$ cat config.mk
export PLATFORM = sky130hd
export DESIGN_NAME = wb_downsize_seq
export DESIGN_NICKNAME = d
export VERILOG_FILES = /design/src/rtl/wb_downsize_seq.sv
export SDC_FILE = /design/constraint.sdc
export NUM_CORES = 1
export LEC_CHECK = 0
export ABC_AREA = 1
export CAP_MARGIN = 20
export CORE_ASPECT_RATIO = 1.5
export CORE_MARGIN = 5
export CORE_UTILIZATION = 57
export DETAILED_ROUTE_END_ITERATION = 12
export DONT_BUFFER_PORTS = 1
export MAX_ROUTING_LAYER = met4
export PLACE_DENSITY = 0.75
export SYNTH_ARGS = -nofsm -noshare
export SYNTH_HDL_FRONTEND = slang
export SYNTH_SLANG_ARGS = --single-unit
$ cat constraint.sdc
create_clock -name wb_clk_i -period 1.31 [get_ports wb_clk_i]
set_input_delay 0.262 -clock wb_clk_i [delete_from_list [all_inputs] [get_ports wb_clk_i]]
set_output_delay 0.262 -clock wb_clk_i [all_outputs]
set_load 0.1 [all_outputs]
$ cat src/rtl/wb_downsize_seq.sv
// wb_downsize_seq: sequencing Wishbone width converter, 32-bit master port to
// an 8- or 16-bit slave port. Each master access becomes one classic slave
// beat per active lane, lowest address first (big-endian, sel[3] = offset 0).
// Read lanes are gathered into one word and returned with a single
// ack/err/rty.
// Optional build macro WB_DOWNSIZE_TIMEOUT_EN adds a per-beat watchdog that
// turns a silent slave into a master error after TIMEOUT cycles.
module wb_downsize_seq #(
  parameter int aw      = 32,
  parameter int sdw     = 8,
  parameter int TIMEOUT = 255
) (
  input  logic              wb_clk_i,
  input  logic              wb_rst_ni,
  input  logic [aw-1:0]     wbm_adr_i,
  input  logic [31:0]       wbm_dat_i,
  input  logic [3:0]        wbm_sel_i,
  input  logic              wbm_we_i,
  input  logic              wbm_cyc_i,
  input  logic              wbm_stb_i,
  input  logic [2:0]        wbm_cti_i,
  input  logic [1:0]        wbm_bte_i,
  output logic [31:0]       wbm_dat_o,
  output logic              wbm_ack_o,
  output logic              wbm_err_o,
  output logic              wbm_rty_o,
  output logic [aw-1:0]     wbs_adr_o,
  output logic [sdw-1:0]    wbs_dat_o,
  output logic [sdw/8-1:0]  wbs_sel_o,
  output logic              wbs_we_o,
  output logic              wbs_cyc_o,
  output logic              wbs_stb_o,
  output logic [2:0]        wbs_cti_o,
  output logic [1:0]        wbs_bte_o,
  input  logic [sdw-1:0]    wbs_dat_i,
  input  logic              wbs_ack_i,
  input  logic              wbs_err_i,
  input  logic              wbs_rty_i
);
  localparam int nl  = 32 / sdw;          // lanes per master word
  localparam int bpl = sdw / 8;           // bytes per lane
  localparam int lw  = (nl > 2) ? 2 : 1;  // lane index width

  typedef enum logic [2:0] {IDLE, XFER, DONE, ERR, RTY} state_t;

  state_t          state_reg, state_next;
  logic [aw-3:0]   adr_reg;
  logic            we_reg;
  logic [31:0]     wdat_reg;
  logic [31:0]     rdat_reg;
  logic [nl-1:0]   pend_reg;
  logic [nl-1:0]   req_mask;
  logic [nl-1:0]   lane_hot;
  logic [nl-1:0]   pend_left;
  logic [lw-1:0]   lane;
  logic [1:0]      lane_off;
  logic            xfer;
  logic            accept;
  logic            beat_ok;
  logic            timeout;

  // Lane mask: one bit per slave-width lane touched by the byte selects
  generate
    if (sdw == 16) begin : g_mask16
      assign req_mask = {|wbm_sel_i[3:2], |wbm_sel_i[1:0]};
    end else begin : g_mask8
      assign req_mask = wbm_sel_i;
    end
  endgenerate

  assign xfer    = (state_reg == XFER);
  assign accept  = wbm_cyc_i & wbm_stb_i;
  assign beat_ok = xfer & wbm_cyc_i & wbs_ack_i & ~wbs_err_i & ~wbs_rty_i;

  // Active lane is the highest pending bit (lowest byte address)
  always_comb begin
    lane = '0;
    for (int i = 0; i < nl; i++) begin
      if (pend_reg[i]) lane = lw'(i);
    end
    lane_hot       = '0;
    lane_hot[lane] = 1'b1;
    lane_off       = 2'((nl - 1 - int'(lane)) * bpl);
    pend_left      = pend_reg & ~lane_hot;
  end

`ifdef WB_DOWNSIZE_TIMEOUT_EN
  localparam int tw = ($clog2(TIMEOUT + 1) > 8) ? $clog2(TIMEOUT + 1) : 8;
  logic [tw-1:0] tcnt_reg;

  // Watchdog: counts silent cycles of the current beat, restarts per beat
  always_ff @(posedge wb_clk_i or negedge wb_rst_ni) begin
    if (!wb_rst_ni)
      tcnt_reg <= '0;
    else if (!xfer || wbs_ack_i || wbs_err_i || wbs_rty_i)
      tcnt_reg <= '0;
    else
      tcnt_reg <= tcnt_reg + 1'b1;
  end

  assign timeout = (tcnt_reg == tw'(TIMEOUT));
`else
  assign timeout = 1'b0;
`endif

  // State register
  always_ff @(posedge wb_clk_i or negedge wb_rst_ni) begin
    if (!wb_rst_ni) state_reg <= IDLE;
    else            state_reg <= state_next;
  end

  // Next state; a dropped master cycle outranks any slave response
  always_comb begin
    state_next = state_reg;
    case (state_reg)
      IDLE: if (accept) state_next = (req_mask == '0) ? DONE : XFER;
      XFER: begin
        if (!wbm_cyc_i)            state_next = IDLE;
        else if (wbs_err_i)        state_next = ERR;
        else if (wbs_rty_i)        state_next = RTY;
        else if (wbs_ack_i) begin
          if (pend_left == '0)     state_next = DONE;
        end
        else if (timeout)          state_next = ERR;
      end
      default:                     state_next = IDLE;
    endcase
  end

  // Request latch, lane bookkeeping and read-data gathering
  always_ff @(posedge wb_clk_i or negedge wb_rst_ni) begin
    if (!wb_rst_ni) begin
      adr_reg  <= '0;
      we_reg   <= 1'b0;
      wdat_reg <= '0;
      rdat_reg <= '0;
      pend_reg <= '0;
    end else if (state_reg == IDLE && accept) begin
      adr_reg  <= wbm_adr_i[aw-1:2];
      we_reg   <= wbm_we_i;
      wdat_reg <= wbm_dat_i;
      rdat_reg <= '0;
      pend_reg <= req_mask;
    end else if (beat_ok) begin
      rdat_reg[int'(lane)*sdw +: sdw] <= wbs_dat_i;
      pend_reg <= pend_left;
    end else if (xfer && (!wbm_cyc_i || wbs_err_i || wbs_rty_i || timeout)) begin
      pend_reg <= '0;
    end
  end

  assign wbs_cyc_o = xfer;
  assign wbs_stb_o = xfer;
  assign wbs_sel_o = {bpl{xfer}};
  assign wbs_adr_o = xfer ? {adr_reg, lane_off} : '0;
  assign wbs_dat_o = xfer ? wdat_reg[int'(lane)*sdw +: sdw] : '0;
  assign wbs_we_o  = we_reg;
  assign wbs_cti_o = 3'b000;
  assign wbs_bte_o = 2'b00;

  assign wbm_dat_o = rdat_reg;
  assign wbm_ack_o = (state_reg == DONE);
  assign wbm_err_o = (state_reg == ERR);
  assign wbm_rty_o = (state_reg == RTY);

  // Burst qualifiers and the word-offset address bits are intentionally unused
  logic unused_ok;
  assign unused_ok = ^{wbm_cti_i, wbm_bte_i, wbm_adr_i[1:0], 32'(TIMEOUT)};
endmodule

==> results of run 1 <==
[per-stage QoR]
| step | hold slack (ns) | area [µm²] | utilization, % |
|---|---|---|---|
| floorplan | -0.0336 | 5120 | - |
| global placement | -0.0312 | 6660 | 82.6 |
| detailed placement | -0.0303 | 6660 | 82.6 |
[kinds of logic after synthesis]
kind of cell | Yosys count | synth area share (%)
AND/OR/NAND/NOR | 356 | 32.9
other | 1 | 0.0795
buffers and inverters | 86 | 8.25
flip-flops | 102 | 54.1
AO/OA/AOI/OAI | 42 | 4.59
[Yosys cell counts (2+ instances only)]
cell      instances
clkbuf_1          4
nor2_8            2
buf_2             8
nor2_1           62
buf_4            12
inv_2             7
o21ai_1           8
nand2_1         234
nand4_1           6
buf_1             4
nand3b_1          2
nor3_1            3
nand3_1          35
inv_1            48
dfrtp_1         102
nand3_4           6
o21ai_0          30
==> impl_summary.txt, run 1 <==
----------------------------------------------------
[Placed design]
  Placer Congestion ... just under 0.9
  Inst Count DP ... around 780
  Detailed-placement wirelength estimate ... approximately 10,000 µm
  Port bufs ... 0
  Post-placement worst setup slack ... -0.268 ns

[Synthesis]
  Sequential fraction of the synthesis area ... 54.1%
  Most area-consuming cells after synthesis ... dfrtp_1 (54%), nand2_1 (19%), nor2_1 (4.9%)
  Number of library cell types mapped by synthesis ... 31
  Fraction of post-synthesis cell area in the top cell type by area ... a little over half
  Mapped Cells ... 587
  Largest area contributor in the synthesized netlist ... dfrtp_1
  Number of enable flip-flop cells after synthesis ... 0
  Most instantiated flip-flop cell in the synthesis netlist ... dfrtp_1
  Synthesis-stage register bit count ... approximately 100
  Warnings, synthesis ... 0
  Synthesized area per cell ... between 8 and 9 µm²
  Async SR Flop Fraction ... between 90% and 100%
  Netlist Area Pre-Place ... between 4000 and 5000 µm²

[Outcome]
  Stopping stage ... clock tree synthesis
  Outcome ... stopped before the end
  Tool Error ... [ERROR DPL-0038] Utilization greater than 100%, impossible to legalize

[Clock tree]
  Post-cts repair resize count ... 256
  Clock tree root buffer cell ... clkbuf_16
  Post-CTS setup buffer count ... 45
  Number of CTS-inserted buffers ... 9
  Clock buffer depth ... 2
  Deepest level of the CTS H-tree ... 3
  Sink Count ... 102

[Floorplan]
  Initial Util ... roughly 59%
  Width of the die ... ~84 µm
  Die outline height ... roughly 120 µm
  Boundary Pins ... roughly 170
  Number of core rows ... 40

----------------------------------------------------
==> run 2: changes to the inputs <==
Settings changed: CORE_ASPECT_RATIO 1.5 to not set, CORE_UTILIZATION 57 to 40, MAX_ROUTING_LAYER met4 to not set, PLACE_DENSITY 0.75 to not set, PLACE_DENSITY_LB_ADDON set to 0.15.
Clock period 1.31 ns to 1.7 ns, I/O delays scaled along.
==> run 2 against run 1 <==
  * The flow now finishes, with violations (negative hold slack, negative setup slack)
  * Area after synthesis is the same
  * Synthesized cell count stayed put
==> impl_summary.txt, run 2 <==
----------------------------------------------------
[Setup path]
  Worst reg-to-reg path cell count ... 10
  R2r setup slk ... -0.03 ns
  Worst setup path start ... pend_reg[2]
  Crit path max fanout ... 5
  Crit Reg-Reg Endpoint ... wbm_dat_o[28]
  Kind of capture point of the worst setup path ... output pin
  Arrival @ worst endpoint ... around 1.6 ns
  Startpoint type of the worst setup path ... flip-flop
  Worst setup endpoint ... wbs_dat_o[7]
  Worst endpoint required time ... around 1.4 ns
  Worst setup path category ... flip-flop to output pin
  Startpoint of the worst-slack reg-to-reg timing path ... state_reg[2]

[Synthesis]
  Mapped Cells ... 587 (unchanged)
  Most instantiated flip-flop cell in the synthesis netlist ... dfrtp_1 (unchanged)
  Top cell types by occurrence after synthesis ... nand2_1 (234), dfrtp_1 (102), nor2_1 (62), inv_1 (48), nand3_1 (35) (unchanged)
  Synthesis-stage register bit count ... 102 (unchanged)
  Library cell with the highest instance count after synthesis ... nand2_1 (unchanged)
  Sequential fraction of the synthesis area ... 54.1% (unchanged)
  Largest area contributor in the synthesized netlist ... dfrtp_1 (unchanged)
  Async SR Flop Fraction ... 100% (unchanged)
  Number of library cell types mapped by synthesis ... 31 (unchanged)
  Fraction of post-synthesis cell area in the top cell type by area ... 54.1% (unchanged)
  Synthesized area per cell ... 8.03 µm² (unchanged)
  Number of enable flip-flop cells after synthesis ... 0 (unchanged)
  Most area-consuming cells after synthesis ... dfrtp_1 (54%), nand2_1 (19%), nor2_1 (4.9%) (unchanged)
  Netlist Area Pre-Place ... 4710 µm² (unchanged)
  Warnings, synthesis ... 0 (unchanged)

[STA]
  Post-layout worst setup margin ... -0.281 ns
  Clock Skews ... between 0.007 and 0.008 ns
  Fin crit share ... 117%
  Minimum period implied by the final worst setup slack ... between 1.5 and 2 ns
  Fin Hold WS ... -0.308 ns
  Endpoints failing hold ... 102
  Number of endpoints failing setup at the final stage ... a little under 60
  Final-report max-slew violation count ... 0
  Achievable frequency ... a little over 500 MHz
  Setup TNS Final ... -8.59 ns
  Unrepaired setup endpoints after global routing ... true

[Floorplan]
  Number of core rows ... 39 (was 40)
  Floorplan core area ... approximately 11,000 µm²
  Boundary Pins ... 173 (unchanged)
  Die outline height ... 119 µm (was 121 µm)
  Die footprint ... ~14,000 µm²
  Width of the die ... 119 µm (was 84.3 µm)
  Initial Util ... 41.1% (was 58.5%)

[Placed design]
  Detailed-placement wirelength estimate ... 9330 µm (was 10,100 µm)
  Port bufs ... 0 (unchanged)
  Placer Congestion ... 0.796 (was 0.870)

[Clock tree]
  Number of CTS-inserted buffers ... 9 (unchanged)
  Clock slew at reported path FFs ... ~0.07 ns
  Clock buffer depth ... 2 (unchanged)
  Clock latency at the later pin of the worst-skew pair ... about 0.34 ns
  Clock tree root buffer cell ... clkbuf_16 (unchanged)
  Sink Count ... 102 (unchanged)
  Deepest level of the CTS H-tree ... 3 (unchanged)
  TritonCTS clock tree ... yes

[Pwr]
  Logic gate share of total power ... a little over three fifths
  Leakage ... between 3 and 4 nW
  Switching power total ... 7.81 mW
  PD cells ... about 2200 nW/µm²
  P_int ... 7.76 mW
  Peak supply drop ... about 0.0014 V
  Sw frac ... between 50% and 60%
  Sequential cell fraction of total power ... approximately a quarter
  Clock network fraction of design power ... a little over an eighth

[Flow run]
  Count of maximum capacitance violations ... 0

[Routing]
  Number of remaining DRC errors ... 0
  Number of nets still failing antenna checks after routing ... 0
  Length of the first detailed-routing pass in iterations ... 4
  Vias/cell ... between 4 and 5
  Starting DRT DRC Count ... 260
  Detailed-route via count ... 4,102
  DR WL/cell ... about 16 µm
  Total detailed-routing wirelength ... roughly 13,000 µm

[Global routing]
  Wire length of the first global-routing pass ... 21,900 µm
  Initial antenna violation count ... 0
  GRT Overall Usage ... 18.9%
  Maximum number of pins on one net before global-route repair ... about 100
  Remaining Overflow, GRT ... 0
  Via count of the first global-routing pass ... ~4.3k

[Layout]
  Highest-count cells in the layout ignoring fill and taps ... nand2_1 (211), dfrtp_1 (100), buf_12 (51), buf_4 (51), inv_1 (46)
  Syn-to-layout area delta ... 52.8%
  Most frequent standard cell in the layout excluding fill and tap cells ... nand2_1
  Post-layout nets ... 784
  Diode insertion count for antenna repair ... 0
  Fraction of final layout cells with drive strength greater than 1 ... 35.0%
  Count of filler cells inserted in the layout ... 999

[Outcome]
  Violations in the final reports ... negative hold slack, negative setup slack
  Outcome ... complete, but fails checks (was stopped before the end)

[Hold path]
  Classification of the worst-slack hold path ... input port to async pin

----------------------------------------------------
==> run 2: routing by layer <==
layer,GRT usage (%),part of all wire [%]
met4,6.02,1.5
met2,30.3,49
met3,6.49,8.6
met5,0,0
met1,24.2,41
==> run 2: what timing repair did <==
| item | 4_1_cts | 5_1_grt |
|---|---|---|
| gates cloned | 3 | 3 |
| pin swaps | 20 | 36 |
| buffers inserted | 15 | 12 |
| gates resized for setup | 38 | 55 |
| setup endpoints to repair | 46 | 78 |
| endpoints found under the hold margin | 102 | 102 |
==> run 2: metrics by stage <==
stage               cell area, µm²  util (%)  setup WS [ns]  power (mW)  instances
CTS                           7060      61.5         -0.308        15.6        839
detailed placement            6490      56.6        -0.0243        12.9        807
floorplan                     5120         -         -0.432        10.1        591
global placement              6490      56.6       -0.00415        12.7        807
global route                  7200      62.8         -0.395        16.4        843
finish                        7200      62.8         -0.281        15.6        843
==> run 2: worst max-delay path, stage by stage (launching register included) <==
cell and delay, ns:
dfrtp_1 0.40, inv_2 0.12, nand2_4 0.08, nor2_4 0.17, nand2_1 0.09, nand3_2 0.09, nor2_2 0.05, nor2_4 0.12
buf_12 0.18
==> run 2: area by class of cell <==
cell class | count | area (µm²) | share of cell area (%)
clock buffers | 11 | 243 | 3.37
flip-flops and latches | 102 | 2550 | 35.5
repair inverters | 1 | 7.51 | 0.104
clock inverters | 5 | 57.6 | 0.799
well taps | 143 | 179 | 2.48
multi-input cells | 407 | 2330 | 32.3
repair buffers | 117 | 1590 | 22.1
inverters | 57 | 241 | 3.35
==> run 2: power groups by stage <==
stage | Combinational [mW] | Sequential, mW | Clock [mW]
2_1_floorplan | 5.79 | 4.33 | 0
3_3_place_gp | 9.05 | 3.65 | 0
3_5_place_dp | 9.17 | 3.68 | 0
4_1_cts | 9.83 | 3.64 | 2.13
5_1_grt | 10.4 | 3.75 | 2.24
6_report | 9.84 | 3.65 | 2.08
==> run 2: worst min-delay path by stage <==
stage          startpoint          end  slack, ns  depth (start not counted)
2_1_floorplan   wb_rst_ni   adr_reg[0]       0.04                          0
3_3_place_gp    wb_rst_ni  adr_reg[28]       0.05                          0
3_5_place_dp    wb_rst_ni  adr_reg[28]       0.05                          0
4_1_cts         wb_rst_ni   adr_reg[7]      -0.32                          0
5_1_grt         wb_rst_ni  adr_reg[28]      -0.33                          0
6_report        wb_rst_ni  adr_reg[28]      -0.31                          0
==> run 2: cell families after synthesis <==
family	Yosys count	synth area share (%)
simple gates	356	32.9
flops	102	54.1
buf+inv	86	8.25
compound gates	42	4.59
other cells	1	0.0795
Power figures use the tool's default switching activity.
==> run 3: changes to the inputs <==
Settings changed: ABC_AREA 1 to 0.
==> run 3 against run 2 <==
  * The flow still finishes with violations (negative hold slack, negative setup slack)
  * Worst setup slack lost 0.17 ns
  * Critical path depth down 4
  * Count of clock-buffer cells in the layout down 1
  * Area after synthesis grew 3.1%
  * Fmax is 7.8% lower
  * Non-clock buffer count grew 7
  * Final area grew 5.6%
  * Clock skew increased by 0.0038 ns
  * Via count down 11%
  * Power up 11%
  * Combinational power rose by 14%
  * Synthesized cell count fell by 31%
  * Largest power group unchanged
==> impl_summary.txt, run 3 <==
----------------------------------------------------
[Outcome]
  Outcome ... complete, but fails checks (unchanged)
  Violations in the final reports ... negative hold slack, negative setup slack (unchanged)

[Routing]
  Number of remaining DRC errors ... 0 (unchanged)
  Number of nets still failing antenna checks after routing ... 0 (unchanged)
  Detailed route wirelength on metal3 ... 1090 µm (was 1130 µm)
  Total length of routed met2 wires ... 6910 µm (was 6410 µm)
  Length of the first detailed-routing pass in iterations ... 4 (unchanged)
  Detailed-route via count ... 3,656 (was 4,102)
  Vias/cell ... 5.55 (was 4.87)
  Met1 wire length ... 6050 µm (was 5430 µm)
  Total detailed-routing wirelength ... 14,300 µm (was 13,200 µm)
  Highest signal layer in the routed design ... met4 (unchanged)
  Starting DRT DRC Count ... 174 (was 260)
  DR WL/cell ... 21.7 µm (was 15.6 µm)

[Global routing]
  Wire length of the first global-routing pass ... 21,300 µm (was 21,900 µm)
  GRT Overall Usage ... 18.9% (about the same)
  Via count of the first global-routing pass ... 3,811 (was 4,274)
  Initial antenna violation count ... 0 (unchanged)
  Remaining Overflow, GRT ... 0 (unchanged)
  Maximum number of pins on one net before global-route repair ... 103 (unchanged)

[STA]
  Setup TNS Final ... -29.53 ns (was -8.59 ns)
  Endpoints failing hold ... 102 (unchanged)
  Achievable frequency ... 465 MHz (was 505 MHz)
  Number of endpoints failing setup at the final stage ... 116 (was 58)
  Minimum period implied by the final worst setup slack ... 2.15 ns (was 1.98 ns)
  Unrepaired setup endpoints after global routing ... true (unchanged)
  Slew at the pin closest to its max-slew limit ... just over 0.9 ns
  Fin Hold WS ... -0.318 ns (was -0.308 ns)
  Fin crit share ... 126% (was 117%)
  Rel. slew slack ... a little under two fifths
  Post-layout worst setup margin ... -0.449 ns (was -0.281 ns)
  Clock Skews ... 0.0113 ns (was 0.00757 ns)
  Final-report max-slew violation count ... 0 (unchanged)

[Pwr]
  Switching power total ... 7.90 mW (was 7.81 mW)
  Sequential cell fraction of total power ... 22.4% (was 23.4%)
  Logic gate share of total power ... 65.1% (was 63.2%)
  Sw frac ... 45.7% (was 50.2%)
  Peak supply drop ... 0.00210 V (was 0.00137 V)
  PD cells ... 2270 nW/µm² (was 2160 nW/µm²)
  Leakage ... 3.52 nW (was 3.53 nW)
  P_int ... 9.38 mW (was 7.76 mW)
  Clock network fraction of design power ... 12.5% (was 13.3%)

[Placed design]
  Detailed-placement wirelength estimate ... 9050 µm (was 9330 µm)
  Cell area after placement ... 6440 µm² (was 6490 µm²)
  Port bufs ... 0 (unchanged)
  Placer Congestion ... 0.775 (was 0.796)

[Synthesis]
  Largest area contributor in the synthesized netlist ... dfrtp_1 (unchanged)
  Library cell with the highest instance count after synthesis ... dfrtp_1 (was nand2_1)
  Number of enable flip-flop cells after synthesis ... 0 (unchanged)
  Most area-consuming cells after synthesis ... dfrtp_1 (53%), mux2_2 (15%), mux2i_1 (5.2%) (was dfrtp_1 (54%), nand2_1 (19%), nor2_1 (4.9%))
  Warnings, synthesis ... 0 (unchanged)
  Top cell types by occurrence after synthesis ... dfrtp_1 (102), mux2_2 (66), and2_1 (32), o21ai_0 (27), mux2i_1 (25) (was nand2_1 (234), dfrtp_1 (102), nor2_1 (62), inv_1 (48), nand3_1 (35))
  Synthesis-stage register bit count ... 102 (unchanged)
  Number of library cell types mapped by synthesis ... 43 (was 31)
  Synthesized area per cell ... 12.1 µm² (was 8.03 µm²)
  Mapped Cells ... 403 (was 587)
  Sequential fraction of the synthesis area ... 52.5% (was 54.1%)
  Async SR Flop Fraction ... 100% (unchanged)
  Fraction of post-synthesis cell area in the top cell type by area ... 52.5% (was 54.1%)
  Most instantiated flip-flop cell in the synthesis netlist ... dfrtp_1 (unchanged)
  Netlist Area Pre-Place ... 4860 µm² (was 4710 µm²)

[Floorplan]
  Floorplan core area ... 12,000 µm² (was 11,500 µm²)
  Die outline height ... 120 µm (was 119 µm)
  Initial Util ... 40.6% (was 41.1%)
  Number of core rows ... 40 (was 39)
  Die footprint ... 14,500 µm² (was 14,100 µm²)
  Width of the die ... 120 µm (was 119 µm)
  Boundary Pins ... 173 (unchanged)

[Setup path]
  Worst endpoint required time ... 1.36 ns (about the same)
  R2r setup slk ... -0.26 ns (was -0.03 ns)
  Startpoint of the worst-slack reg-to-reg timing path ... state_reg[1] (was state_reg[2])
  Arrival @ worst endpoint ... 1.81 ns (was 1.64 ns)
  Startpoint type of the worst setup path ... flip-flop (unchanged)
  Crit path max fanout ... 4 (was 5)
  Worst setup path category ... flip-flop to output pin (unchanged)
  Worst setup path start ... state_reg[2] (was pend_reg[2])
  Kind of capture point of the worst setup path ... output pin (unchanged)
  Worst reg-to-reg path cell count ... 7 (was 10)
  Crit Reg-Reg Endpoint ... wdat_reg[25] (was wbm_dat_o[28])
  Worst setup endpoint ... wbs_adr_o[0] (was wbs_dat_o[7])

[Layout]
  Diode insertion count for antenna repair ... 0 (unchanged)
  Post-layout nets ... 596 (was 784)
  Final instance area ... 7610 µm² (was 7200 µm²)
  Count of filler cells inserted in the layout ... 911 (was 999)
  Syn-to-layout area delta ... 56.6% (was 52.8%)
  Most frequent standard cell in the layout excluding fill and tap cells ... dfrtp_1 (was nand2_1)
  Share of the core filled with cells in the final layout ... 63.6% (was 62.8%)
  Fraction of final layout cells with drive strength greater than 1 ... 54.9% (was 35.0%)
  Highest-count cells in the layout ignoring fill and taps ... dfrtp_1 (101), mux2_4 (63), buf_12 (59), buf_4 (42), and2_4 (30) (was nand2_1 (211), dfrtp_1 (100), buf_12 (51), buf_4 (51), inv_1 (46))

[Clock tree]
  TritonCTS clock tree ... yes (unchanged)
  Clock slew at reported path FFs ... 0.08 ns (was 0.07 ns)
  Clock tree root buffer cell ... clkbuf_16 (unchanged)
  Sink Count ... 102 (unchanged)
  Clock buffer depth ... 2 (unchanged)
  Deepest level of the CTS H-tree ... 3 (unchanged)
  Number of CTS-inserted buffers ... 9 (unchanged)
  Clock latency at the later pin of the worst-skew pair ... 0.35 ns (was 0.34 ns)

[Flow run]
  Count of maximum capacitance violations ... 0 (unchanged)

[Hold path]
  Classification of the worst-slack hold path ... input port to async pin (unchanged)

----------------------------------------------------
-- run 3: cell types whose count changed after synthesis, sizes merged, moves of 10 or more --
cell    before  now
nand2      235   12
mux2         0   71
nor2        66    2
inv         56   12
nand3       41    5
and2         1   32
mux2i        0   25
a21oi        1   15
clkbuf       4   15
o21ai       38   27
nand2b       0   10
-- run 3: metal layers --
layer / vias to the layer above / track usage (%)
met2: 128 / 30.3
met4: 0 / 6.94
li1: 1629 / -
met3: 20 / 6.36
met1: 1879 / 23.8
met5: - / 0
-- run 3: kinds of logic (layout without fill, tap and decap cells) --
group / count (synthesis) / after routing / share of synthesized area, %
buffers and inverters: 48 / 153 / 5.46
other: 1 / 5 / 0.0772
AO/OA/AOI/OAI: 69 / 69 / 8.60
multiplexers: 96 / 96 / 21.6
flip-flops: 102 / 102 / 52.5
AND/OR/NAND/NOR: 87 / 87 / 11.7
-- run 3: how the worst min path moves through the flow --
stage | end | slack [ns]
global placement | wdat_reg[10] | 0.05
CTS | pend_reg[1] | -0.33
global route | wdat_reg[1] | -0.34
finish | wdat_reg[17] | -0.32
detailed placement | wdat_reg[10] | 0.05
floorplan | adr_reg[0] | 0.04
-- run 3: final cells by class --
cell class,count,area (µm²),area share (%)
timing repair buffer,124,1890,24.9
inverter,13,61.3,0.806
multi-input combinational,257,2610,34.3
clock inverter,6,66.3,0.872
clock buffer,10,239,3.14
tap,147,184,2.42
sequential,102,2550,33.6
-- run 3: critical path, cell delays in order, from the launching register on --
cell	delay [ns]
dfrtp_1	0.40
or3b_4	0.47
buf_4	0.17
a211oi_4	0.20
buf_12	0.21
-- run 3: metrics by stage --
stage,hold WS [ns],setup slack [ns],total power [mW],std cells
3_3_place_gp,0.0485,-0.179,13.4,614
5_1_grt,-0.339,-0.512,18.0,659
6_report,-0.318,-0.449,17.3,659
4_1_cts,-0.334,-0.449,16.6,655
2_1_floorplan,0.0444,-0.594,10.8,407
3_5_place_dp,0.0490,-0.171,13.5,614
-- run 3: power by group through the flow --
stage	clock, mW	combinational [mW]	sequential (mW)
floorplan	0	6.61	4.19
global placement	0	9.54	3.85
detailed placement	0	9.63	3.91
CTS	2.21	10.5	3.85
global route	2.34	11.7	3.98
finish	2.16	11.2	3.88
-- run 3: timing repair --
action / in CTS / in global routing
setup endpoints to repair: 132 / 145
gates cloned: 7 / 6
hold endpoints to repair: 102 / 102
pin swaps: 6 / 20
setup buffers: 19 / 10
gates resized for setup: 62 / 79
==> run 4: changes to the inputs <==
Settings changed: CELL_PAD_IN_SITES_DETAIL_PLACEMENT set to 1, CELL_PAD_IN_SITES_GLOBAL_PLACEMENT set to 1, CORE_ASPECT_RATIO set to 1.25.
==> run 4 against run 3 <==
  * The flow still finishes with violations (negative hold slack, negative setup slack)
  * Sequential power about the same
  * Power increased by 5.6%
  * Count of clock-buffer cells in the layout unchanged
  * Sequential cell count unchanged
  * Register-to-register slack got worse by 0.25 ns
  * Cell count increased by 6.4%
==> impl_summary.txt, run 4 (synthesis results as in run 3) <==
----------------------------------------------------
[Outcome]
  Outcome ... complete, but fails checks (unchanged)
  Violations in the final reports ... negative hold slack, negative setup slack (unchanged)

[Placed design]
  Port bufs ... 0 (unchanged)
  Post-placement worst setup slack ... -0.175 ns (was -0.171 ns)
  Inst Count DP ... 644 (was 614)
  Cell area after placement ... 6550 µm² (was 6440 µm²)
  Detailed-placement wirelength estimate ... 10,200 µm (was 9050 µm)
  Placer Congestion ... 0.757 (was 0.775)

[Setup path]
  Worst reg-to-reg path cell count ... 10 (was 7)
  R2r setup slk ... -0.51 ns (was -0.26 ns)
  Crit path max fanout ... 3 (was 4)
  Worst setup path category ... flip-flop to output pin (unchanged)
  Startpoint type of the worst setup path ... flip-flop (unchanged)
  Startpoint of the worst-slack reg-to-reg timing path ... state_reg[2] (was state_reg[1])
  Kind of capture point of the worst setup path ... output pin (unchanged)
  Arrival @ worst endpoint ... 1.87 ns (was 1.81 ns)
  Crit Reg-Reg Endpoint ... adr_reg[10] (was wdat_reg[25])
  Worst endpoint required time ... 1.36 ns (about the same)

[Routing]
  Length of the first detailed-routing pass in iterations ... 4 (unchanged)
  Vias/cell ... 5.41 (was 5.55)
  Number of remaining DRC errors ... 0 (unchanged)
  DR WL/cell ... 24.3 µm (was 21.7 µm)
  Number of nets still failing antenna checks after routing ... 0 (unchanged)
  Starting DRT DRC Count ... 126 (was 174)
  Detailed-route via count ... 3,792 (was 3,656)
  Total detailed-routing wirelength ... 17,000 µm (was 14,300 µm)

[Floorplan]
  Die outline height ... 133 µm (was 120 µm)
  Number of core rows ... 45 (was 40)
  Width of the die ... 109 µm (was 120 µm)
  Initial Util ... 40.3% (was 40.6%)
  Boundary Pins ... 173 (unchanged)
  Die footprint ... 14,500 µm² (about the same)
  Floorplan core area ... 12,000 µm² (about the same)

[Layout]
  Diode insertion count for antenna repair ... 0 (unchanged)
  Syn-to-layout area delta ... 64.2% (was 56.6%)
  Share of the core filled with cells in the final layout ... 66.2% (was 63.6%)
  Non-filler cells in the finished layout ... 701 (was 659)
  Highest-count cells in the layout ignoring fill and taps ... dfrtp_1 (101), mux2_4 (65), buf_12 (60), buf_4 (52), and2_4 (30) (was dfrtp_1 (101), mux2_4 (63), buf_12 (59), buf_4 (42), and2_4 (30))
  Post-layout nets ... 621 (was 596)
  Fraction of final layout cells with drive strength greater than 1 ... 60.1% (was 54.9%)
  Most frequent standard cell in the layout excluding fill and tap cells ... dfrtp_1 (unchanged)
  Final instance area ... 7980 µm² (was 7610 µm²)

[Clock tree]
  TritonCTS clock tree ... yes (unchanged)
  Clock tree root buffer cell ... clkbuf_16 (unchanged)
  Number of CTS-inserted buffers ... 9 (unchanged)
  Deepest level of the CTS H-tree ... 3 (unchanged)
  Clock latency at the later pin of the worst-skew pair ... 0.35 ns (about the same)
  Clock buffer depth ... 2 (unchanged)
  Clock slew at reported path FFs ... 0.07 ns (was 0.08 ns)
  Sink Count ... 102 (unchanged)

[Hold path]
  Classification of the worst-slack hold path ... input port to async pin (unchanged)

[STA]
  Final-report max-slew violation count ... 0 (unchanged)
  Setup TNS Final ... -56.69 ns (was -29.53 ns)
  Achievable frequency ... 452 MHz (was 465 MHz)
  Post-layout worst setup margin ... -0.512 ns (was -0.449 ns)
  Endpoints failing hold ... 102 (unchanged)
  Minimum period implied by the final worst setup slack ... 2.21 ns (was 2.15 ns)
  Clock Skews ... 0.00974 ns (was 0.0113 ns)
  Unrepaired setup endpoints after global routing ... true (unchanged)
  Number of endpoints failing setup at the final stage ... 146 (was 116)
  Fin Hold WS ... -0.321 ns (was -0.318 ns)
  Fin crit share ... 130% (was 126%)

[Global routing]
  Via count of the first global-routing pass ... 4,148 (was 3,811)
  Initial antenna violation count ... 0 (unchanged)
  Wire length of the first global-routing pass ... 24,100 µm (was 21,300 µm)
  GRT Overall Usage ... 21.9% (was 18.9%)
  Maximum number of pins on one net before global-route repair ... 103 (unchanged)
  Remaining Overflow, GRT ... 0 (unchanged)

[Pwr]
  Final total power ... 18.2 mW (was 17.3 mW)
  Sequential cell fraction of total power ... 21.3% (was 22.4%)
  Sw frac ... 45.5% (was 45.7%)
  Logic gate share of total power ... 65.8% (was 65.1%)
  Switching power total ... 8.30 mW (was 7.90 mW)
  Leakage ... 3.69 nW (was 3.52 nW)
  PD cells ... 2290 nW/µm² (was 2270 nW/µm²)
  P_int ... 9.95 mW (was 9.38 mW)
  Clock network fraction of design power ... 13.0% (was 12.5%)
  Peak supply drop ... 0.00157 V (was 0.00210 V)

[Flow run]
  Count of maximum capacitance violations ... 0 (unchanged)

----------------------------------------------------
-- run 4: cell count changes in the layout (fill, tap and decap cells not counted), sizes merged --
cell	before	now
inv	14	11
clkinv	4	3
clkinvlp	0	2
bufinv	1	3
buf	118	146
clkbuf	16	13
-- run 4: worst max-delay path by stage --
stage	from	end	slack (ns)	cells past startpoint
CTS	state_reg[2]	wbs_adr_o[0]	-0.48	4
floorplan	state_reg[2]	wbs_adr_o[0]	-0.59	4
detailed placement	pend_reg[1]	wbs_dat_o[4]	-0.17	5
global placement	pend_reg[1]	wbs_dat_o[1]	-0.19	5
global route	state_reg[2]	adr_reg[10]	-0.55	10
finish	pend_reg[1]	wbs_dat_o[4]	-0.51	6
-- run 4: final cells by class --
cell class | instances | area (µm²)
fill | 1135 | 4070
clock inverter | 6 | 110
tap | 164 | 205
clock buffer | 10 | 229
sequential | 102 | 2550
timing repair buffer | 149 | 2150
inverter | 13 | 61.3
multi-input combinational | 257 | 2670
-- run 4: metal layers --
metal / GRT usage, % / routed length, µm / vias up / share of wire, %
li1: - / - / 1680 / -
met1: 23.3 / 5980 / 1945 / 35
met2: 41.1 / 9490 / 138 / 56
met3: 6.54 / 1130 / 29 / 6.6
met4: 5.96 / 423 / 0 / 2.5
met5: 0 / 0 / - / 0
-- run 4: power by group through the flow --
stage / Sequential, mW / Combinational (mW) / Clock [mW]
after floorplan: 4.19 / 6.61 / 0
after global placement: 3.77 / 9.83 / 0
after detailed placement: 3.84 / 9.98 / 0
after CTS: 3.81 / 11.0 / 2.40
after global routing: 3.97 / 12.4 / 2.52
final: 3.88 / 12.0 / 2.37
-- run 4: timing repair --
| item | in CTS | in global routing |
|---|---|---|
| gates cloned | 7 | 5 |
| buffers inserted | 20 | 19 |
| endpoints found under the hold margin | 102 | 102 |
| gates resized for setup | 72 | 119 |
| endpoints found under the setup margin | 121 | 146 |
| pin swaps | 6 | 13 |
-- run 4: critical path, stage by stage (launching register included) --
cell,delay [ns]
dfrtp_2,0.39
buf_6,0.12
mux2_2,0.34
o211ai_1,0.27
buf_4,0.18
a21oi_4,0.06
buf_12,0.16
